File: src/rtl/alu_pkg.sv
// rtl/alu_pkg.sv - shared types and opcode constants for the ALU op sequencer
package alu_pkg;

    typedef enum logic [1:0] {
        IDLE    = 2'd0,
        WAIT    = 2'd1,
        CAPTURE = 2'd2
    } alu_seq_state_t;

    localparam int DEFAULT_NUM_OPS = 10;

    localparam logic [3:0] OP_ADD = 4'd0;
    localparam logic [3:0] OP_SUB = 4'd1;
    localparam logic [3:0] OP_AND = 4'd2;
    localparam logic [3:0] OP_OR  = 4'd3;
    localparam logic [3:0] OP_XOR = 4'd4;
    localparam logic [3:0] OP_NOT = 4'd5;
    localparam logic [3:0] OP_SHL = 4'd6;
    localparam logic [3:0] OP_SHR = 4'd7;
    localparam logic [3:0] OP_INC = 4'd8;
    localparam logic [3:0] OP_DEC = 4'd9;

endpackage

File: src/rtl/alu_op_sequencer_if.sv
// rtl/alu_op_sequencer_if.sv - board/ALU side signal bundle of the op sequencer
interface alu_op_sequencer_if #(
    parameter int DATA_WIDTH   = 8,
    parameter int OPCODE_WIDTH = 4
);
    logic                    button;
    logic                    load_en;
    logic [OPCODE_WIDTH-1:0] load_op;
    logic [DATA_WIDTH-1:0]   alu_ans;
    logic [OPCODE_WIDTH-1:0] opcode;
    logic [DATA_WIDTH-1:0]   result;
    logic                    result_valid;
    logic                    busy;
    logic                    load_err;

    modport master (
        output button, load_en, load_op, alu_ans,
        input  opcode, result, result_valid, busy, load_err
    );

    modport slave (
        input  button, load_en, load_op, alu_ans,
        output opcode, result, result_valid, busy, load_err
    );
endinterface

File: src/rtl/button_debouncer.sv
// rtl/button_debouncer.sv - two-flop synchroniser, stability counter and press edge detect
module button_debouncer #(
    parameter int DEBOUNCE_CYCLES = 16
) (
    input  logic clk,
    input  logic reset,
    input  logic btn_raw,
    output logic btn_stable,
    output logic btn_press
);
    localparam int CW = $clog2(DEBOUNCE_CYCLES + 1);
    localparam logic [CW-1:0] CNT_LAST = CW'(DEBOUNCE_CYCLES - 1);

    logic          sync1_q;
    logic          btn_s_q;
    logic          stable_q, stable_d;
    logic          stable_dly_q;
    logic [CW-1:0] cnt_q, cnt_d;

    always_ff @(posedge clk or posedge reset) begin
        if (reset) begin
            sync1_q      <= 1'b0;
            btn_s_q      <= 1'b0;
            stable_q     <= 1'b0;
            stable_dly_q <= 1'b0;
            cnt_q        <= '0;
        end else begin
            sync1_q      <= btn_raw;
            btn_s_q      <= sync1_q;
            stable_q     <= stable_d;
            stable_dly_q <= stable_q;
            cnt_q        <= cnt_d;
        end
    end

    // Any cycle where the synced level agrees with the accepted one restarts the count.
    always_comb begin
        stable_d = stable_q;
        cnt_d    = '0;
        if (btn_s_q != stable_q) begin
            if (cnt_q == CNT_LAST) begin
                stable_d = btn_s_q;
            end else begin
                cnt_d = cnt_q + 1'b1;
            end
        end
    end

    assign btn_stable = stable_q;
    assign btn_press  = stable_q & ~stable_dly_q;
endmodule

File: src/rtl/alu_op_sequencer.sv
// rtl/alu_op_sequencer.sv - steps/loads the ALU opcode, waits out ALU latency, captures the answer
module alu_op_sequencer
    import alu_pkg::*;
#(
    parameter int DATA_WIDTH      = 8,
    parameter int OPCODE_WIDTH    = 4,
    parameter int NUM_OPS         = DEFAULT_NUM_OPS,
    parameter int DEBOUNCE_CYCLES = 16,
    parameter int ALU_LATENCY     = 1
) (
    input  logic clk,
    input  logic reset,
    alu_op_sequencer_if.slave bus
);
    localparam int WW = $clog2(ALU_LATENCY + 1);
    localparam logic [WW-1:0]         WCNT_INIT = WW'(ALU_LATENCY - 1);
    localparam logic [OPCODE_WIDTH:0] NUM_OPS_X = (OPCODE_WIDTH + 1)'(NUM_OPS);
    localparam logic [OPCODE_WIDTH-1:0] LAST_OP = OPCODE_WIDTH'(NUM_OPS - 1);

    alu_seq_state_t          state_q, state_d;
    logic [OPCODE_WIDTH-1:0] opcode_q, opcode_d;
    logic [WW-1:0]           wcnt_q, wcnt_d;
    logic [DATA_WIDTH-1:0]   result_q, result_d;
    logic                    result_valid_q, result_valid_d;
    logic                    load_err_q, load_err_d;
    logic                    btn_stable, btn_press, press;

    button_debouncer #(
        .DEBOUNCE_CYCLES(DEBOUNCE_CYCLES)
    ) u_deb (
        .clk       (clk),
        .reset     (reset),
        .btn_raw   (bus.button),
        .btn_stable(btn_stable),
        .btn_press (btn_press)
    );

    assign press = btn_press & btn_stable;

    always_ff @(posedge clk or posedge reset) begin
        if (reset) begin
            state_q        <= IDLE;
            opcode_q       <= '0;
            wcnt_q         <= '0;
            result_q       <= '0;
            result_valid_q <= 1'b0;
            load_err_q     <= 1'b0;
        end else begin
            state_q        <= state_d;
            opcode_q       <= opcode_d;
            wcnt_q         <= wcnt_d;
            result_q       <= result_d;
            result_valid_q <= result_valid_d;
            load_err_q     <= load_err_d;
        end
    end

    // A load request always shadows a same-cycle press, even when the load is rejected.
    always_comb begin
        state_d        = state_q;
        opcode_d       = opcode_q;
        wcnt_d         = wcnt_q;
        result_d       = result_q;
        result_valid_d = 1'b0;
        load_err_d     = 1'b0;
        case (state_q)
            IDLE: begin
                if (bus.load_en) begin
                    if ({1'b0, bus.load_op} < NUM_OPS_X) begin
                        opcode_d = bus.load_op;
                        wcnt_d   = WCNT_INIT;
                        state_d  = WAIT;
                    end else begin
                        load_err_d = 1'b1;
                    end
                end else if (press) begin
                    opcode_d = (opcode_q == LAST_OP) ? '0 : opcode_q + 1'b1;
                    wcnt_d   = WCNT_INIT;
                    state_d  = WAIT;
                end
            end
            WAIT: begin
                if (wcnt_q == '0) begin
                    state_d = CAPTURE;
                end else begin
                    wcnt_d = wcnt_q - 1'b1;
                end
            end
            CAPTURE: begin
                result_d       = bus.alu_ans;
                result_valid_d = 1'b1;
                state_d        = IDLE;
            end
            default: state_d = IDLE;
        endcase
    end

    assign bus.opcode       = opcode_q;
    assign bus.result       = result_q;
    assign bus.result_valid = result_valid_q;
    assign bus.load_err     = load_err_q;
    assign bus.busy         = (state_q == WAIT) || (state_q == CAPTURE);
endmodule

File: src/flat_wrapper.sv
// flat-port wrapper written by rule: the top's interface ports become plain ports
module alu_op_sequencer_flat import alu_pkg::*;
#(
    parameter int DATA_WIDTH      = 8,
    parameter int OPCODE_WIDTH    = 4,
    parameter int NUM_OPS         = DEFAULT_NUM_OPS,
    parameter int DEBOUNCE_CYCLES = 16,
    parameter int ALU_LATENCY     = 1
)
  (clk, reset, bus_button, bus_load_en, bus_load_op, bus_alu_ans, bus_opcode, bus_result, bus_result_valid, bus_busy, bus_load_err);
  alu_op_sequencer_if #(.DATA_WIDTH(DATA_WIDTH), .OPCODE_WIDTH(OPCODE_WIDTH)) bus_i ();
  input  logic clk;
  input  logic reset;
  input wire logic [$bits(bus_i.button)-1:0] bus_button;
  input wire logic [$bits(bus_i.load_en)-1:0] bus_load_en;
  input wire logic [$bits(bus_i.load_op)-1:0] bus_load_op;
  input wire logic [$bits(bus_i.alu_ans)-1:0] bus_alu_ans;
  output wire logic [$bits(bus_i.opcode)-1:0] bus_opcode;
  output wire logic [$bits(bus_i.result)-1:0] bus_result;
  output wire logic [$bits(bus_i.result_valid)-1:0] bus_result_valid;
  output wire logic [$bits(bus_i.busy)-1:0] bus_busy;
  output wire logic [$bits(bus_i.load_err)-1:0] bus_load_err;
  assign bus_i.button = bus_button;
  assign bus_i.load_en = bus_load_en;
  assign bus_i.load_op = bus_load_op;
  assign bus_i.alu_ans = bus_alu_ans;
  assign bus_opcode = bus_i.opcode;
  assign bus_result = bus_i.result;
  assign bus_result_valid = bus_i.result_valid;
  assign bus_busy = bus_i.busy;
  assign bus_load_err = bus_i.load_err;
  alu_op_sequencer #(.DATA_WIDTH(DATA_WIDTH), .OPCODE_WIDTH(OPCODE_WIDTH), .NUM_OPS(NUM_OPS), .DEBOUNCE_CYCLES(DEBOUNCE_CYCLES), .ALU_LATENCY(ALU_LATENCY)) u_core (.clk(clk), .reset(reset), .bus(bus_i));
endmodule
File: config.mk
export PLATFORM = sky130hd
export DESIGN_NAME = alu_op_sequencer_flat
export DESIGN_NICKNAME = d
export VERILOG_FILES = /design/src/rtl/alu_pkg.sv /design/src/rtl/alu_op_sequencer_if.sv /design/src/rtl/button_debouncer.sv /design/src/rtl/alu_op_sequencer.sv /design/src/flat_wrapper.sv
export SDC_FILE = /design/constraint.sdc
export NUM_CORES = 1
export LEC_CHECK = 0
export CAP_MARGIN = 10
export CELL_PAD_IN_SITES_DETAIL_PLACEMENT = 1
export CELL_PAD_IN_SITES_GLOBAL_PLACEMENT = 2
export CORE_ASPECT_RATIO = 0.6
export CORE_MARGIN = 3
export CORE_UTILIZATION = 30
export DETAILED_ROUTE_END_ITERATION = 10
export DONT_BUFFER_PORTS = 1
export GPL_ROUTABILITY_DRIVEN = 0
export GPL_TIMING_DRIVEN = 0
export PLACE_DENSITY = 0.63
export SYNTH_ARGS = -nofsm -noshare
export SYNTH_HDL_FRONTEND = slang
export SYNTH_HIERARCHICAL = 1
export SYNTH_SLANG_ARGS = --single-unit
File: constraint.sdc
create_clock -name clk -period 1.8 [get_ports clk]
set_input_delay 0.18 -clock clk [delete_from_list [all_inputs] [get_ports clk]]
set_output_delay 0.18 -clock clk [all_outputs]
set_load 0.005 [all_outputs]
# Word-level counts from Yosys, hierarchy flattened

Index checks and enable logic that the tools add are counted.

Flip-flop bits (word level): 26
Bits in latches: 0
Bits in writable memories: 0
Bits in read-only memories: 0
Input bits: 16
Output and inout port bits: 15
Logic and storage cells: 55
Memories kept: 0

Add/sub/neg operators: 3
Multipliers: 0
Div/mod/pow operators: 0
$lt $le $gt $ge: 1
Equality and inequality tests: 9
Shift operators: 0
Multiplexer cells: 20
Bitwise gates (word level): 3
Reduce and logical (&&, ||, !) cells: 8

Operators by type and width:

| kind                  | count |
|---|---|
| $mux W4               | 4 |
| $mux W5               | 2 |
| $reduce_and A3 Y1     | 3 |
| $mux W1               | 8 |
| $mux W2               | 4 |
| $ne A3 B2 Y1 const B  | 2 |
| $add A5 B1 Y5 const B | 1 |
| $eq A5 B4 Y1 const B  | 1 |
| $add A4 B1 Y4 const B | 1 |
| $eq A4 B4 Y1 const B  | 1 |
| $lt A4 B4 Y1 const B  | 1 |
| $pmux W2 S2           | 1 |
| $reduce_bool A2 Y1    | 2 |
| $and A1 B1 Y1         | 2 |
| $eq A2 B1 Y1 const B  | 1 |
| $eq A2 B2 Y1 const B  | 1 |
| $logic_not A2 Y1      | 1 |
| $ne A2 B1 Y1 const B  | 1 |
| $ne A2 B2 Y1 const B  | 1 |
| $pmux W1 S2           | 1 |
| $reduce_and A2 Y1     | 1 |
| $logic_or A1 B1 Y1    | 1 |
| $ne A1 B1 Y1          | 1 |
| $not A1 Y1            | 1 |
| $sub A1 B1 Y1 const B | 1 |

# Depth between registers and ports, before layout

Gate-level depths: netlist (run 1).

Depth in word-level cells: 6
Gate-level depth with buffers: 4

# Cells and area by module

The synthesis (run 1) kept the hierarchy.

Modules (own cells, without submodules):

| module           | times used | cells an instance | area each (µm²) | sequential area each (µm²) |
|---|---|---|---|---|
| alu_op_sequencer | 1          | 62                | 783.3           | 400.4 |
| button_debouncer | 1          | 26                | 342.8           | 225.2 |

# Worst setup path after synthesis (run 1)

OpenSTA, ideal clock, no wires.

Path type: register to register
Start point: register u_core.u_deb.stable_q, in the netlist u_core/u_deb/btn_stable
End point: register u_core.opcode_q[0], in the netlist u_core/bus.opcode[0]
Library setup time: 0.125 ns
Arrival time: 1.239 ns
Slack: 0.435 ns
Cell stages (with the launch flop): 5
Path buffers: 0
Cells stage by stage: dfrtp_1 nor2b_1 a21o_2 and3_4 mux2_4

Cells in the longest elaborated chain, start to end: 4

RTL lines:

| item                         | RTL line               | source |
|---|---|---|
| start, declared              | button_debouncer.sv:16 | `logic stable_q, stable_d;` |
| start signal, assigned       | button_debouncer.sv:30 | `stable_q <= stable_d;` |
| $and A1 B1 Y1                | button_debouncer.sv:50 | `assign btn_press = stable_q & ~stable_dly_q;` |
| named net u_core.btn_press   | alu_op_sequencer.sv:26 | `logic btn_stable, btn_press, press;` |
| $and A1 B1 Y1                | alu_op_sequencer.sv:38 | `assign press = btn_press & btn_stable;` |
| $reduce_bool A2 Y1 (no line) | --                     |  |
| $reduce_and A3 Y1 (no line)  | --                     |  |
| end signal, assigned         | alu_op_sequencer.sv:50 | `opcode_q <= opcode_d;` |
| end, declared                | alu_op_sequencer.sv:21 | `logic [OPCODE_WIDTH-1:0] opcode_q, opcode_d;` |

The timed path passes the listed nets, and every way through them passes these cells.
A chain may end at the register's enable or synchronous reset.

# Worst setup path in the final report (run 1)

Start point: register u_core.state_q[0]
End point: register u_core.opcode_q[0], in the netlist u_core/bus.opcode[0]

Cells in the longest elaborated chain, start to end: 2

RTL lines:

| item                        | RTL line               | source |
|---|---|---|
| start, declared             | alu_op_sequencer.sv:20 | `alu_seq_state_t state_q, state_d;` |
| start signal, assigned      | alu_op_sequencer.sv:49 | `state_q <= state_d;` |
| $logic_not A2 Y1            | alu_op_sequencer.sv:66 | `case (state_q)` |
| $reduce_and A3 Y1 (no line) | --                     |  |

Every way passes these cells.

==> run_results.csv, run 1 <==
group,metric,value,unit
grt,first_pass_grt_wire_length,3770,um
timing,timing.hold.ws,57.9,ps
detailed_routing,avgViaCountPerCell,5.05,
pwr,cellLeakagePower,0.575,nW
synthesis,synth_nets,108,
cts,cts.reportedPaths.clkPinSlew,90,ps
detailed_routing,antenna_violating_nets_post_route,0,
timing,period_minus_slack,1460,ps
detailed_routing,wirelength,2310,um
grt,largest_net_degree_at_the_start_of_global_routing,17,
die,die_wd,85.1,um
synthesis,xor_and_xnor_fraction_of_the_mapped_netlist_area,0.0311,
placement,dp.final_hpwl,1790,um
setup_path,worst_path_arrival_time,1620,ps
timing,timing_hold_violations_final,0,
cells_and_area,num-nets-final,115,
cells_and_area,fillers,374,
cts,holdBufCountCts,2,
die,fp.dieH,53.5,um
synthesis,synth.avg_cell_area,12.8,um2
cts,cts_tree,"yes",
cts,clockRootBuffer,"sky130_fd_sc_hd__clkbuf_8",
cells_and_area,multiInputGateArea,465,um2
synthesis,synth-simple-area-share,0.0956,
timing,drv_slew,0,
synthesis,netlist_area_before_placement,0.00113,mm2
die,boundaryPins,31,
synthesis,post_synth_inst_count,88,
cts,cts_resized,0,
setup_path,required,1960,ps
outcome,outcome,"finished, final reports clean",
synthesis,dominant_combinational_cell_family_by_area_after_synthesis,"compound AO/OA/AOI/OAI gates",
grt,grt.overflow.total,0,
setup_path,timing_worst_setup_path_type,"flip-flop to flip-flop",
detailed_routing,drt_first_pass_iters,4,
timing,clock_skew,3.69,ps
grt,grt_pass1_vias,748,
synthesis,post_synth_fa_ha_maj_area_fraction,0.0444,
synthesis,ys_seq_elements,25,
synthesis,synth_warnings,6,
synthesis,compound_gate_portion_of_the_synthesized_area,0.129,
cts,cts_post_setup_buffers_inserted,0,
pwr,power_per_cell_area,1380,mW/mm2
pwr,peakVddDrop,0.000508,V
timing,maximum_clock_frequency,684,MHz
detailed_routing,routed-via-count,702,
timing,period_share,0.812,
timing,worst_slew_pin_slew,627,ps
cts,clock_path_buffers,2,
cells_and_area,synth_to_final_area_change,10.8,%
cts,clock-sinks,25,
synthesis,synthMuxAreaShare,0.113,
die,core_region_area,0.00342,mm2
cells_and_area,area_used_by_sequential_logic_in_the_layout,626,um2
setup_path,worstSetupStartpointType,"flip-flop",
grt,grtUsageTotal,0.110,
job,max_cap_viol_count,0,
detailed_routing,drc_errors,0,
detailed_routing,dr.first_iter.drc_count,17,
cells_and_area,drive_gt1_frac,0.245,
timing,setup_violations,0,
timing,setup_tns,0,ps
grt,initial_antenna_violation_count,0,
placement,port-buffer-count,0,
synthesis,post_synth_num_cell_types,33,
cts,clock_insertion_delay_worst_skew,270,ps
die,std_cell_rows,16,
detailed_routing,detail_route.wl_per_cell,16.6,um
cts,tritoncts.num_buffers,3,
setup_path,timing.critical_path.fanout_max,7,
hold_path,hold_path.class,"input pin to flip-flop",
setup_path,cp-end-kind,"flip-flop",
die,initial_cell_density_of_the_core,0.329,
cts,cts_max_level,1,
cells_and_area,antenna_cells,0,
synthesis,synth_sequential_area_ratio,0.556,
die,die_area,0.00455,mm2
timing,maxSlewHeadroom,0.581,
timing,rsz0062_at_grt,"no",
-- sequential cells by signal, indices dropped and copies added (netlist names) --
register and count:
u_core/u_deb/btn_s_q 1, u_core/bus.result_valid 1, u_core/bus.result 8, u_core/bus.opcode 4
u_core/u_deb/stable_dly_q 1, u_core/bus.load_err 1, u_core/u_deb/btn_stable 1, u_core/state_q 2
u_core/u_deb/cnt_q 5, u_core/u_deb/sync1_q 1
-- logic make-up after synthesis --
kind of cell    count (synthesis)
simple gates                   17
buf+inv                         8
compound gates                 19
mux                            11
flops                          25
xor+xnor                        4
fa+ha+maj                       4
-- layer usage --
layer / up-vias / global-route usage / wire [um]
met5: - / 0 / 0
met4: 0 / 0.0316 / 27
met3: 2 / 0.0467 / 169
met2: 21 / 0.159 / 983
met1: 352 / 0.150 / 1130
li1: 327 / - / -
-- layout by cell type, fill, tap and decap left out, types with 2 or more instances in the layout --
cell,count
sky130_fd_sc_hd__dfrtp_1,25
sky130_fd_sc_hd__mux2_2,9
sky130_fd_sc_hd__inv_1,6
sky130_fd_sc_hd__xor2_1,4
sky130_fd_sc_hd__ha_1,4
sky130_fd_sc_hd__clkbuf_8,3
sky130_fd_sc_hd__a21oi_1,3
sky130_fd_sc_hd__o21ai_0,3
sky130_fd_sc_hd__and2_1,3
sky130_fd_sc_hd__nor2_1,3
sky130_fd_sc_hd__a21o_2,2
sky130_fd_sc_hd__a41oi_1,2
sky130_fd_sc_hd__nor2_2,2
sky130_fd_sc_hd__a32o_1,2
sky130_fd_sc_hd__dlygate4sd3_1,2
-- worst max-delay path, stage by stage, from the launching register on --
cell	delay, ps
sky130_fd_sc_hd__dfrtp_1	400
sky130_fd_sc_hd__inv_1	110
sky130_fd_sc_hd__ha_1	290
sky130_fd_sc_hd__and3_4	260
sky130_fd_sc_hd__mux2_4	300
-- synthesized netlist by cell type --
master | instances | area, um2
sky130_fd_sc_hd__dfrtp_1 | 25 | 626
sky130_fd_sc_hd__mux2_2 | 9 | 101
sky130_fd_sc_hd__inv_1 | 6 | 22.5
sky130_fd_sc_hd__ha_1 | 4 | 50.1
sky130_fd_sc_hd__xor2_1 | 4 | 35.0
sky130_fd_sc_hd__a21oi_1 | 3 | 15.0
sky130_fd_sc_hd__and2_1 | 3 | 18.8
sky130_fd_sc_hd__nor2_1 | 3 | 11.3
sky130_fd_sc_hd__o21ai_0 | 3 | 15.0
sky130_fd_sc_hd__a21o_2 | 2 | 17.5
sky130_fd_sc_hd__a32o_1 | 2 | 20.0
sky130_fd_sc_hd__a41oi_1 | 2 | 17.5
sky130_fd_sc_hd__nor2_2 | 2 | 12.5
sky130_fd_sc_hd__a22o_1 | 1 | 8.76
sky130_fd_sc_hd__and3_1 | 1 | 6.26
sky130_fd_sc_hd__and3_4 | 1 | 11.3
sky130_fd_sc_hd__buf_2 | 1 | 5.00
sky130_fd_sc_hd__buf_4 | 1 | 7.51
sky130_fd_sc_hd__mux2_1 | 1 | 11.3
sky130_fd_sc_hd__mux2_4 | 1 | 15.0
sky130_fd_sc_hd__nand2_1 | 1 | 3.75
sky130_fd_sc_hd__nand2b_1 | 1 | 6.26
sky130_fd_sc_hd__nand3_1 | 1 | 5.00
sky130_fd_sc_hd__nand3_2 | 1 | 10.0
sky130_fd_sc_hd__nand3b_1 | 1 | 7.51
sky130_fd_sc_hd__nand4b_1 | 1 | 8.76
sky130_fd_sc_hd__nor2b_1 | 1 | 6.26
sky130_fd_sc_hd__o2111ai_1 | 1 | 8.76
sky130_fd_sc_hd__o211a_1 | 1 | 10.0
sky130_fd_sc_hd__o211ai_2 | 1 | 12.5
sky130_fd_sc_hd__o21ai_1 | 1 | 5.00
sky130_fd_sc_hd__o21ai_2 | 1 | 8.76
sky130_fd_sc_hd__o22ai_1 | 1 | 6.26
-- stage by stage --
step                       util  power [mW]  instances  worst slack [ps]  cell area (um2)
final                     0.364        1.72        139               338             1250
after global routing      0.364        1.85        139               233             1250
after CTS                 0.364        1.75        139               324             1250
after detailed placement  0.345        1.41        133               356             1180
after global placement    0.345        1.38        133               380             1180
after floorplan               -        1.26         88               435             1130
-- final timing paths --
path                                                start                               end  slack (ps)  cells after the start
max                         u_core/state_q[0]$_DFFE_PP0P_  u_core/bus.opcode[0]$_DFFE_PP0P_         340                      4
min                                        bus_alu_ans[1]  u_core/bus.result[1]$_DFFE_PP0P_          60                      1
max reg2reg                 u_core/state_q[0]$_DFFE_PP0P_  u_core/bus.opcode[0]$_DFFE_PP0P_         340                      4
min reg2reg                u_core/u_deb/sync1_q$_DFF_PP0_    u_core/u_deb/btn_s_q$_DFF_PP0_         350                      0
max in group asynchronous                           reset  u_core/bus.result[2]$_DFFE_PP0P_         920                      2
min in group asynchronous                           reset    u_core/u_deb/sync1_q$_DFF_PP0_         360                      2
-- layout make-up --
type | count | area share
flip-flops and latches | 25 | 0.502
multi-input cells | 55 | 0.373
well taps | 45 | 0.0451
clock buffers | 4 | 0.0361
inverters | 6 | 0.0181
repair buffers | 2 | 0.0160
plain buffers | 2 | 0.0100
-- report_power, final --
part | switching, mW | leakage (nW) | internal [mW]
logic | 0.198 | 0.240 | 0.259
registers | 0.193 | 0.312 | 0.738
clock network | 0.172 | 0.0228 | 0.158
total | 0.563 | 0.575 | 1.15
Note: power is estimated with default switching activity, not from simulation.
==> run 2: changes to the inputs <==
--- a/config.mk
+++ b/config.mk
@@ -15,7 +15,7 @@
 export DONT_BUFFER_PORTS = 1
 export GPL_ROUTABILITY_DRIVEN = 0
 export GPL_TIMING_DRIVEN = 0
-export PLACE_DENSITY = 0.63
+export PLACE_DENSITY = 0.65
 export SYNTH_ARGS = -nofsm -noshare
 export SYNTH_HDL_FRONTEND = slang
 export SYNTH_HIERARCHICAL = 1
==> constraint.sdc (replaced) <==
create_clock -name clk -period 1.3 [get_ports clk]
set_input_delay 0.13 -clock clk [delete_from_list [all_inputs] [get_ports clk]]
set_output_delay 0.13 -clock clk [all_outputs]
set_load 0.005 [all_outputs]
==> run 2 against run 1 <==
The run now ends with setup timing left; wire length grew 4.2%; global-route usage grew 0.31 points; die area is the same; clock-buffer cell count shrank 1; via count grew 1.3%; critical path depth is the same; sequential power grew 40%; cell count grew 5.0%; fmax grew 11%; worst setup slack lost 360 ps; final area grew 9.7%.
==> run_results.csv, run 2 (synthesized netlist as in run 1, its figures left out) <==
group,metric,value,unit
outcome,outcome,"finished, violations left",
outcome,violations_in_the_final_reports,"setup timing",
timing,timing_hold_violations_final,0,
setup_path,worst_path_arrival_time,1470,ps
timing,maxSlewHeadroom,0.593,
setup_path,required,1450,ps
detailed_routing,detail_route.wl_per_cell,16.5,um
cells_and_area,fillers,352,
timing,clock_skew,2.69,ps
cts,cts_max_level,1,
cells_and_area,largest_register_ffs,8,
timing,worst_slew_pin_slew,609,ps
setup_path,timing.critical_path.fanout_max,3,
cts,clock-sinks,25,
placement,place_ws,-145,ps
grt,grtUsageTotal,0.113,
detailed_routing,wirelength,2400,um
die,initial_cell_density_of_the_core,0.329,
grt,first_pass_grt_wire_length,3800,um
job,max_cap_viol_count,0,
die,boundaryPins,31,
timing,maximum_clock_frequency,756,MHz
detailed_routing,antenna_violating_nets_post_route,0,
pwr,cellLeakagePower,0.616,nW
timing,postLayoutSetupSlackWorst,-22.8,ps
cells_and_area,antenna_cells,0,
timing,setup_violations,1,
cts,cts_tree,"yes",
cells_and_area,post-route-util,0.400,
timing,period_minus_slack,1320,ps
cells_and_area,instances_no_fill,146,
cells_and_area,most_frequent_cells_in_the_layout,"sky130_fd_sc_hd__dfrtp_1, sky130_fd_sc_hd__mux2_2, sky130_fd_sc_hd__buf_4, sky130_fd_sc_hd__inv_1, sky130_fd_sc_hd__xor2_1",
grt,grt_pass1_vias,772,
cts,clock_insertion_delay_worst_skew,260,ps
detailed_routing,avgViaCountPerCell,4.87,
cts,tritoncts.num_buffers,3,
detailed_routing,dr.first_iter.drc_count,24,
cells_and_area,synth_to_final_area_change,21.6,%
die,die_area,0.00455,mm2
grt,largest_net_degree_at_the_start_of_global_routing,17,
timing,drv_slew,0,
setup_path,cp-end-kind,"flip-flop",
detailed_routing,routed-via-count,711,
cells_and_area,multiInputGateArea,524,um2
pwr,power_per_cell_area,1840,mW/mm2
die,die_wd,85.1,um
detailed_routing,drc_errors,0,
cells_and_area,drive_gt1_frac,0.386,
die,fp.dieH,53.5,um
detailed_routing,drt_first_pass_iters,3,
grt,initial_antenna_violation_count,0,
cts,clock_path_buffers,2,
cts,cts.reportedPaths.clkPinSlew,80,ps
setup_path,timing_worst_setup_path_type,"flip-flop to flip-flop",
cells_and_area,area_used_by_sequential_logic_in_the_layout,626,um2
placement,port-buffer-count,0,
setup_path,worstSetupStartpointType,"flip-flop",
placement,placedCellCount,133,
pwr,peakVddDrop,0.000687,V
hold_path,hold_path.class,"input pin to flip-flop",
placement,dp.final_hpwl,1780,um
timing,rsz0062_at_grt,"yes",
die,core_region_area,0.00342,mm2
grt,grt.overflow.total,0,
timing,period_share,1.02,
cts,clockRootBuffer,"sky130_fd_sc_hd__clkbuf_8",
cells_and_area,layout.cells.most_common,"sky130_fd_sc_hd__dfrtp_1",
die,std_cell_rows,16,
cells_and_area,num-nets-final,122,
-- run 2: cell count changes in the layout (fill, tap and decap cells not counted), sizes merged --
| cell | before | now |
|---|---|---|
| dlygate4sd3 | 2 | 3 |
| clkbuf | 4 | 3 |
| buf | 2 | 8 |
| clkinv | 0 | 1 |
-- run 2: power by group --
part	internal [mW]	leakage (nW)	switching [mW]
logic	0.465	0.278	0.328
clock network	0.214	0.0255	0.217
registers	1.02	0.312	0.276
-- run 2: critical path, stage by stage, from the launching register on --
cell	delay, ps
sky130_fd_sc_hd__dfrtp_1	410
sky130_fd_sc_hd__nor2b_4	140
sky130_fd_sc_hd__a21o_4	210
sky130_fd_sc_hd__and3_4	160
sky130_fd_sc_hd__mux2_4	290
-- run 2: repair_timing --
item | in CTS | in global routing
resized for setup | 9 | 5
setup endpoints to repair | 12 | 13
pin swaps | 2 | 3
hold buffers | 2 | 1
setup buffers | 4 | 2
hold endpoints to repair | 26 | 1
-- run 2: final timing paths --
| check | startpoint | to | slack [ps] | cells past startpoint |
|---|---|---|---|---|
| min in group asynchronous | reset | u_core/u_deb/cnt_q[0]$_DFF_PP0_ | 300 | 2 |
| max in group asynchronous | reset | u_core/bus.opcode[1]$_DFFE_PP0P_ | 500 | 2 |
| max reg2reg | u_core/u_deb/btn_stable$_DFFE_PP0P_ | u_core/bus.opcode[0]$_DFFE_PP0P_ | -20 | 4 |
| min reg2reg | u_core/u_deb/sync1_q$_DFF_PP0_ | u_core/u_deb/btn_s_q$_DFF_PP0_ | 360 | 0 |
| min | bus_alu_ans[1] | u_core/bus.result[1]$_DFFE_PP0P_ | 20 | 1 |
| max | u_core/u_deb/btn_stable$_DFFE_PP0P_ | u_core/bus.opcode[0]$_DFFE_PP0P_ | -20 | 4 |
-- run 2: through the flow --
stage / TNS, ps / cell area [um2] / power (mW) / hold slack, ps
global route: -402 / 1370 / 2.70 / 5.17
floorplan: -30.2 / 1130 / 1.75 / -42.1
finish: -22.8 / 1370 / 2.52 / 17.1
global placement: -169 / 1190 / 1.91 / -2.06
CTS: -1.33 / 1320 / 2.51 / 5.26
detailed placement: -644 / 1190 / 1.97 / -4.00
-- run 2: cell type report --
type                    count  share of cell area
multi-input cells          55               0.383
repair buffers              9              0.0548
clock inverters             1             0.00366
clock buffers               3              0.0302
flip-flops and latches     25               0.457
inverters                   6              0.0165
plain buffers               2              0.0137
well taps                  45              0.0411
-- run 2: layer usage --
metal	GRT usage	routed length [um]	share of wire	up-vias
met2	0.180	1040	0.43	27
li1	-	-	-	337
met1	0.142	1130	0.47	345
met5	0	0	0	-
met3	0.0498	221	0.092	2
met4	0.0289	8	0.0033	0
==> run 3: changes to the inputs <==
--- a/config.mk
+++ b/config.mk
@@ -15,6 +15,7 @@
 export DONT_BUFFER_PORTS = 1
 export GPL_ROUTABILITY_DRIVEN = 0
 export GPL_TIMING_DRIVEN = 0
+export MAX_ROUTING_LAYER = met4
 export PLACE_DENSITY = 0.65
 export SYNTH_ARGS = -nofsm -noshare
 export SYNTH_HDL_FRONTEND = slang
==> run 3 against run 2 <==
Hold slack is essentially flat; critical endpoint unchanged; worst setup slack got worse by 2.9 ps; the run still ends with setup timing left; total power hardly changed; final area did not move; clock skew about the same; wire length down 0.25%; non-clock buffer count unchanged; highest routed layer unchanged; clock power about the same; via count grew 0.70%.
==> run_results.csv, run 3 (synthesized netlist as in run 1, its figures left out) <==
group,metric,value,unit
job,max_cap_viol_count,0,
grt,grt_pass1_vias,768,
setup_path,critical_path.slowest_cell,"sky130_fd_sc_hd__dfrtp_1",
die,fp.dieH,53.5,um
die,core_region_area,0.00342,mm2
pwr,peakVddDrop,0.000687,V
detailed_routing,wirelength,2400,um
die,die_area,0.00455,mm2
pwr,sw_frac_of_total,0.326,
cells_and_area,drive_gt1_frac,0.386,
cts,clockRootBuffer,"sky130_fd_sc_hd__clkbuf_8",
cts,cts.reportedPaths.clkPinSlew,80,ps
timing,timing_hold_violations_final,0,
detailed_routing,drc_errors,0,
die,die_wd,85.1,um
timing,worst_slew_pin_slew,610,ps
timing,period_share,1.02,
cells_and_area,largest_register_ffs,8,
cells_and_area,antenna_cells,0,
detailed_routing,routed-via-count,716,
placement,place_area,0.00119,mm2
setup_path,cp-end-kind,"flip-flop",
setup_path,max_stage_delay,410,ps
pwr,power_frac_clock,0.171,
detailed_routing,dr.first_iter.drc_count,24,
cells_and_area,synth_to_final_area_change,21.6,%
timing,maximum_clock_frequency,754,MHz
cts,clock-sinks,25,
cells_and_area,num-nets-final,122,
setup_path,worst_path_arrival_time,1480,ps
cts,clock_insertion_delay_worst_skew,260,ps
cts,cts_tree,"yes",
die,std_cell_rows,16,
die,boundaryPins,31,
setup_path,crit-reg2reg-launch,"u_core/u_deb/btn_stable$_DFFE_PP0P_",
cells_and_area,layout.cell_area.non_filler,0.00137,mm2
placement,port-buffer-count,0,
setup_path,reg2reg_setup_slack,-30,ps
pwr,seqPwrFrac,0.515,
timing,period_minus_slack,1330,ps
detailed_routing,avgViaCountPerCell,4.90,
cts,tritoncts.num_buffers,3,
grt,grt.overflow.total,0,
setup_path,setup.worst_path.start,"u_core/u_deb/btn_stable$_DFFE_PP0P_",
timing,clock_skew,2.69,ps
pwr,design_power_total,2.52,mW
timing,postLayoutSetupSlackWorst,-25.6,ps
setup_path,cp_top_family,"flip-flops",
detailed_routing,drt_first_pass_iters,4,
hold_path,hold_path.class,"input pin to flip-flop",
cells_and_area,fillers,352,
setup_path,cp_cell_sequence,"nor2b_4 > a21o_4 > and3_4 > mux2_4",
setup_path,timing.critical_path.fanout_max,3,
timing,rsz0062_at_grt,"yes",
cells_and_area,layout.cells.most_common,"sky130_fd_sc_hd__dfrtp_1",
cts,cts_max_level,1,
timing,drv_slew,0,
outcome,outcome,"finished, violations left",
die,initial_cell_density_of_the_core,0.329,
hold_path,start_point_of_the_worst_hold_path,"bus_alu_ans[1]",
cells_and_area,most_frequent_cells_in_the_layout,"sky130_fd_sc_hd__dfrtp_1, sky130_fd_sc_hd__mux2_2, sky130_fd_sc_hd__buf_4, sky130_fd_sc_hd__inv_1, sky130_fd_sc_hd__xor2_1",
grt,first_pass_grt_wire_length,3820,um
pwr,power.internal,1.70,mW
detailed_routing,detail_route.wl_per_cell,16.4,um
pwr,power_per_cell_area,1840,mW/mm2
timing,setup_violations,1,
pwr,cellLeakagePower,0.616,nW
grt,grtUsageTotal,0.116,
pwr,power.net_switching,0.820,mW
detailed_routing,antenna_violating_nets_post_route,0,
grt,initial_antenna_violation_count,0,
pwr,power.combinational.fraction,0.314,
grt,largest_net_degree_at_the_start_of_global_routing,17,
placement,place_ws,-145,ps
cells_and_area,post-route-util,0.400,
cts,clock_path_buffers,2,
setup_path,buffer_and_inverter_count_on_the_worst_path,0,
timing,maxSlewHeadroom,0.593,
outcome,violations_in_the_final_reports,"setup timing",
setup_path,worstSetupStartpointType,"flip-flop",
setup_path,timing_worst_setup_path_type,"flip-flop to flip-flop",
setup_path,required,1450,ps
placement,dp.final_hpwl,1780,um
## run 3: cell counts in the layout (fill, tap and decap cells not counted)
No cell type changed its count.
## run 3: final cells by class
cell class | instances | area, um2 | share of cell area
inverter | 6 | 22.5 | 0.0165
clock buffer | 3 | 41.3 | 0.0302
sequential | 25 | 626 | 0.457
buffer | 2 | 18.8 | 0.0137
tap | 45 | 56.3 | 0.0411
timing repair buffer | 9 | 75.1 | 0.0548
clock inverter | 1 | 5.00 | 0.00366
multi-input combinational | 55 | 524 | 0.383
## run 3: repair_timing
item,4_1_cts,5_1_grt
setup buffers,4,2
setup endpoints to repair,12,13
hold endpoints to repair,26,1
hold buffers,2,1
resized for setup,9,5
pin swaps,2,3
## run 3: worst register-to-register path, stage by stage (launching register included)
cell,delay (ps)
sky130_fd_sc_hd__dfrtp_1,410
sky130_fd_sc_hd__nor2b_4,140
sky130_fd_sc_hd__a21o_4,210
sky130_fd_sc_hd__and3_4,160
sky130_fd_sc_hd__mux2_4,290
## run 3: power groups by stage
stage	logic (mW)	registers, mW	clock network [mW]
6_report	0.791	1.30	0.431
5_1_grt	0.873	1.34	0.484
4_1_cts	0.753	1.30	0.463
3_5_place_dp	0.658	1.31	0
3_3_place_gp	0.611	1.30	0
2_1_floorplan	0.526	1.22	0
## run 3: metrics by stage
step | setup TNS, ps | std cells | hold WS (ps)
after floorplan | -30.2 | 88 | -42.1
after global placement | -169 | 133 | -2.06
after detailed placement | -644 | 133 | -4.00
after CTS | -1.33 | 143 | 5.26
after global routing | -402 | 146 | 5.16
final | -25.6 | 146 | 16.9
## run 3: worst paths after layout
| check | endpoint | cells past startpoint |
|---|---|---|
| max | u_core/bus.opcode[0]$_DFFE_PP0P_ | 4 |
| min | u_core/bus.result[1]$_DFFE_PP0P_ | 1 |
| max reg2reg | u_core/bus.opcode[0]$_DFFE_PP0P_ | 4 |
| min reg2reg | u_core/u_deb/btn_s_q$_DFF_PP0_ | 0 |
| max in group asynchronous | u_core/bus.opcode[1]$_DFFE_PP0P_ | 2 |
| min in group asynchronous | u_core/u_deb/cnt_q[0]$_DFF_PP0_ | 2 |
## run 3: metal layers
layer | share of wire | global-route usage | vias up
met2 | 0.44 | 0.182 | 27
met4 | 0.0038 | 0.0289 | 0
met1 | 0.47 | 0.141 | 349
li1 | - | - | 338
met3 | 0.089 | 0.0498 | 2
met5 | 0 | - | -
